## src/rtl/gfx_rect_fill.sv

```systemverilog
// Rectangle fill engine: normalises and clips one rectangle command, then streams
// every covered pixel in row-major order on a valid/ready pixel interface.
module gfx_rect_fill #(
    parameter int FB_WIDTH   = 640,
    parameter int FB_HEIGHT  = 480,
    parameter int PIXEL_BITS = 12,
    localparam int FB_X_BITS = $clog2(FB_WIDTH),
    localparam int FB_Y_BITS = $clog2(FB_HEIGHT)
) (
    input  logic                  clk,
    input  logic                  reset,
    input  logic                  cmd_valid,
    output logic                  cmd_ready,
    input  logic [FB_X_BITS-1:0]  cmd_x0,
    input  logic [FB_X_BITS-1:0]  cmd_x1,
    input  logic [FB_Y_BITS-1:0]  cmd_y0,
    input  logic [FB_Y_BITS-1:0]  cmd_y1,
    input  logic [PIXEL_BITS-1:0] cmd_color,
    output logic                  pvalid,
    input  logic                  pready,
    output logic [FB_X_BITS-1:0]  x,
    output logic [FB_Y_BITS-1:0]  y,
    output logic [PIXEL_BITS-1:0] color,
    output logic                  last,
    output logic                  busy,
    output logic                  done
);

    typedef enum logic [1:0] {IDLE, SETUP, DRAW} state_t;

    localparam logic [FB_X_BITS-1:0] X_LAST = FB_X_BITS'(FB_WIDTH - 1);
    localparam logic [FB_Y_BITS-1:0] Y_LAST = FB_Y_BITS'(FB_HEIGHT - 1);

    state_t                state_q;
    logic [FB_X_BITS-1:0]  cx0_q, cx1_q;
    logic [FB_Y_BITS-1:0]  cy0_q, cy1_q;
    logic [PIXEL_BITS-1:0] ccolor_q;
    logic [FB_X_BITS-1:0]  xmin_q, xmax_q, x_q;
    logic [FB_Y_BITS-1:0]  ymax_q, y_q;
    logic [PIXEL_BITS-1:0] color_q;
    logic                  pvalid_q;
    logic                  done_q;

    logic [FB_X_BITS-1:0]  xmin_d, xmax_d;
    logic [FB_Y_BITS-1:0]  ymin_d, ymax_d;
    logic                  off_screen_d;
    logic                  last_beat;

    // Corner normalisation and clipping, consumed only in SETUP.
    always_comb begin
        xmin_d       = (cx0_q < cx1_q) ? cx0_q : cx1_q;
        xmax_d       = (cx0_q < cx1_q) ? cx1_q : cx0_q;
        ymin_d       = (cy0_q < cy1_q) ? cy0_q : cy1_q;
        ymax_d       = (cy0_q < cy1_q) ? cy1_q : cy0_q;
        off_screen_d = (xmin_d > X_LAST) || (ymin_d > Y_LAST);
        if (xmax_d > X_LAST) xmax_d = X_LAST;
        if (ymax_d > Y_LAST) ymax_d = Y_LAST;
    end

    assign last_beat = pvalid_q && (x_q == xmax_q) && (y_q == ymax_q);

    always_ff @(posedge clk) begin
        if (reset) begin
            state_q  <= IDLE;
            cx0_q    <= '0;
            cx1_q    <= '0;
            cy0_q    <= '0;
            cy1_q    <= '0;
            ccolor_q <= '0;
            xmin_q   <= '0;
            xmax_q   <= '0;
            ymax_q   <= '0;
            x_q      <= '0;
            y_q      <= '0;
            color_q  <= '0;
            pvalid_q <= 1'b0;
            done_q   <= 1'b0;
        end else begin
            done_q <= 1'b0;
            case (state_q)
                IDLE: begin
                    if (cmd_valid) begin
                        cx0_q    <= cmd_x0;
                        cx1_q    <= cmd_x1;
                        cy0_q    <= cmd_y0;
                        cy1_q    <= cmd_y1;
                        ccolor_q <= cmd_color;
                        state_q  <= SETUP;
                    end
                end
                SETUP: begin
                    if (off_screen_d) begin
                        done_q  <= 1'b1;
                        state_q <= IDLE;
                    end else begin
                        xmin_q   <= xmin_d;
                        xmax_q   <= xmax_d;
                        ymax_q   <= ymax_d;
                        x_q      <= xmin_d;
                        y_q      <= ymin_d;
                        color_q  <= ccolor_q;
                        pvalid_q <= 1'b1;
                        state_q  <= DRAW;
                    end
                end
                DRAW: begin
                    if (pready) begin
                        // Counters hold on the final beat so they never pass xmax/ymax.
                        if (last_beat) begin
                            pvalid_q <= 1'b0;
                            done_q   <= 1'b1;
                            state_q  <= IDLE;
                        end else if (x_q != xmax_q) begin
                            x_q <= x_q + 1'b1;
                        end else begin
                            x_q <= xmin_q;
                            y_q <= y_q + 1'b1;
                        end
                    end
                end
                default: state_q <= IDLE;
            endcase
        end
    end

    assign cmd_ready = (state_q == IDLE) && !reset;
    assign busy      = (state_q != IDLE);
    assign pvalid    = pvalid_q;
    assign x         = x_q;
    assign y         = y_q;
    assign color     = color_q;
    assign last      = last_beat;
    assign done      = done_q;

endmodule

```

## config.mk

```make
export PLATFORM = sky130hd
export DESIGN_NAME = gfx_rect_fill
export DESIGN_NICKNAME = d
export VERILOG_FILES = /design/src/rtl/gfx_rect_fill.sv
export SDC_FILE = /design/constraint.sdc
export NUM_CORES = 1
export LEC_CHECK = 0
export CAP_MARGIN = 20
export CORE_ASPECT_RATIO = 0.9
export CORE_UTILIZATION = 59
export CTS_BUF_LIST = sky130_fd_sc_hd__clkbuf_4 sky130_fd_sc_hd__clkbuf_8 sky130_fd_sc_hd__clkbuf_16
export CTS_CLUSTER_DIAMETER = 30
export DETAILED_ROUTE_END_ITERATION = 16
export PLACE_DENSITY = 0.95
export SYNTH_ARGS = -nofsm -noshare
export SYNTH_HDL_FRONTEND = slang
export SYNTH_SLANG_ARGS = --single-unit
```

## constraint.sdc

```tcl
create_clock -name clk -period 4.05 [get_ports clk]
set_clock_uncertainty 0.05 [all_clocks]
set_input_delay 0.81 -clock clk [delete_from_list [all_inputs] [get_ports clk]]
set_output_delay 0.81 -clock clk [all_outputs]
set_load 0.01 [all_outputs]
```

==> summary.md <==
| Metric | Value |
|---|---|
| Mapped Area | 5950 um^2 |
| FF-to-FF path depth | 9 |
| Starting Density | 61.1% |
| Hold buffer count at cts | 0 |
| Status | complete, no violations |
| Max-cap violations | 0 |
| Design area | 7480 um^2 |
| Violation count after the first detailed-routing iteration | 487 |
| Sink Count | 114 |
| Mean Syn Cell Area | 8.11 um^2 |
| Synth top area share | 38.3% |
| Detail Placement HPWL | 10.8 mm |
| Total core area | 9740 um^2 |
| WL final | 16.4 mm |
| Post-synthesis sequential area ratio | 38.3% |
| Non-Filler Instances | 942 |
| CTS root buf | clkbuf_8 |
| Port-buffer cells | 89 |
| Slew @ Worst Pin | 0.877 ns |
| CTS Buf Count | 17 |
| Tcrit/Tclk final | 86.4% |
| Die ar. | 10,500 um^2 |
| Net Count, Synth | 810 |
| First-pass DRT Iterations | 5 |
| Post-route ant nets | 0 |
| CTS clock-pin slew for the worst setup and hold paths | 0.06 ns |
| Area Growth Syn to Fin | 25.7% |
| Die width | 108 um |
| Crit path arrival time | 2.64 ns |
| Routability cong. | 0.902 |
| Nets | 881 |
| Worst Path Required | 3.19 ns |
| RSZ-0062 raised after global routing | false |
| Crit Path Max Fanout | 18 |
| GRT Total Usage | 33.2% |
| Async set or reset register ratio after synthesis | 0% |
| PD cells | 527 nW/um^2 |
| GR Overflow Total | 0 |
| DR vias/cell | 6.15 |
| Largest stage delay, worst path | 0.57 ns |
| Skew-Pair Late Insertion Delay | 0.52 ns |
| Commonest cells in the netlist | nand2_1 (145), dfxtp_1 (114), a21oi_1 (77) |
| Post-synthesis cell type count | 64 |
| Hold crit path type | flop to flop |
| Top FF cell, synth | dfxtp_1 |
| Total power | 3.95 mW |
| Fin crit period | 3.50 ns |
| Residual DRC count | 0 |
| Routed WL per cell | 17.5 um |
| Hold Worst Slack | 0.407 ns |
| Final-report max-slew violation count | 0 |
| Pre-CTS setup slack | 0.987 ns |
| CP Class | flop to primary output |
| Die H | 97.3 um |
| Largest net degree at the start of global routing | 75 |
| First-pass GRT wire length | 27.3 mm |
| CTS tree | built |
| Setup-failing EPs final | 0 |
| Yosys top cell by area | dfxtp_1 |
| Hold depth | 2 |
| Post_cts resized | 0 |
| Most numerous cell in the Yosys netlist | nand2_1 |
| DP Cell Count | 912 |
| DP Area | 6870 um^2 |
| Peak supply drop | 0.383 mV |
| # diodes | 0 |
| Slowest-stage cell, CP | clkdlybuf4s50_1 |
| Via Count | 5,797 |
| Synth top area cells | dfxtp_1 (38%), nand2_1 (9.1%), a21oi_1 (6.5%), mux2i_1 (4.7%), ha_1 (4.6%) |
| Yosys warning count | 0 |
| Worst slew margin | 41.3% |
| Post-synth EDFFs | 0 |
| Fmax | 0.286 GHz |
| Worst setup EP type | primary output |
| Cells after synthesis | 734 |
| Initial antenna violation count | 0 |
| IO Count | 90 |
| Synthesized flop and latch total | 114 |
| H-tree levels | 4 |
| Leak | 2.74 nW |
| Setup bufs post-CTS | 0 |
| Rows | 34 |
| Final hold violation count | 0 |
| Vias in the first global route | 5,570 |
| Sum Neg Setup Slack | 0 ns |
| Layout cells sized above 1 | 8.82% |
| Crit path launch type | flop |
| Max clock buf depth | 2 |
| Final Util | 76.8% |
| Cell Chain, Critical Path | xnor2_1, nand4_1, nor4_4, buf_4, and2_1, clkdlybuf4s50_1 |
| Setup ws final | 0.552 ns |
worst max-delay path: cells and delay by family (launching register included):
| kind | cells | cell delay, ns |
|---|---|---|
| simple gates | 3 | 0.63 |
| buf+inv | 2 | 0.84 |
| flops | 1 | 0.49 |
| xor+xnor | 1 | 0.16 |
kinds of logic (layout without fill, tap and decap cells):
family	Yosys count	after routing	synth area share, %
flip-flops	114	114	38.3
adder cells (fa/ha/maj)	22	22	4.62
buffers and inverters	78	160	5.53
AO/OA/AOI/OAI	194	194	22.6
XOR/XNOR	27	27	3.97
multiplexers	31	31	5.28
AND/OR/NAND/NOR	268	268	19.7
sequential cells by signal, summed over array words and instances, names as in the netlist, 9 cells and up:
register,count
color,12
ccolor_q,12
ymax_q,9
cx0_q,10
cy1_q,9
cx1_q,10
cy0_q,9
y,9
x,10
xmax_q,10
xmin_q,10
power breakdown:
group / leakage (nW) / switching (mW) / internal [mW]
Sequential: 0.934 / 0.129 / 1.24
Clock: 0.308 / 0.498 / 1.05
Combinational: 1.50 / 0.589 / 0.440
Total: 2.74 / 1.22 / 2.73
final timing paths:
check	startpoint	end	slack, ns
worst min register to register	cy1_q[1]$_SDFFE_PP0P_	cy1_q[1]$_SDFFE_PP0P_	0.41
worst min-delay path	cy1_q[1]$_SDFFE_PP0P_	cy1_q[1]$_SDFFE_PP0P_	0.41
worst max register to register	cy1_q[7]$_SDFFE_PP0P_	y[6]$_SDFFE_PP0P_	0.79
worst max-delay path	x[2]$_SDFFE_PP0P_	last	0.55
placed cells by master, fill, tap and decap left out, drive strengths merged, types with 15 or more instances in the layout:
cell,count
dfxtp,114
o21ai,30
nor2,62
a311oi,16
mux2i,28
a21oi,78
clkdlybuf4s50,88
nand3,15
inv,30
clkbuf,26
xnor2,18
nand2,146
ha,22
a211oi,34
cell type report:
| type | instances | area [um^2] |
|---|---|---|
| Clock buffer | 26 | 519 |
| Clock inverter | 4 | 95.1 |
| Fill cell | 646 | 2260 |
| Inverter | 31 | 116 |
| Multi-Input combinational cell | 542 | 3350 |
| Sequential cell | 114 | 2280 |
| Tap cell | 126 | 158 |
| Timing Repair Buffer | 99 | 963 |
per-layer routing:
| layer | vias to the layer above | track usage, % | part of all wire [%] |
|---|---|---|---|
| li1 | 2728 | - | - |
| met3 | 38 | 8.85 | 9.6 |
| met2 | 307 | 51.3 | 46 |
| met4 | 0 | 13.8 | 2.1 |
| met5 | - | 0 | 0 |
| met1 | 2724 | 43.5 | 43 |
Power figures use the tool's default switching activity.
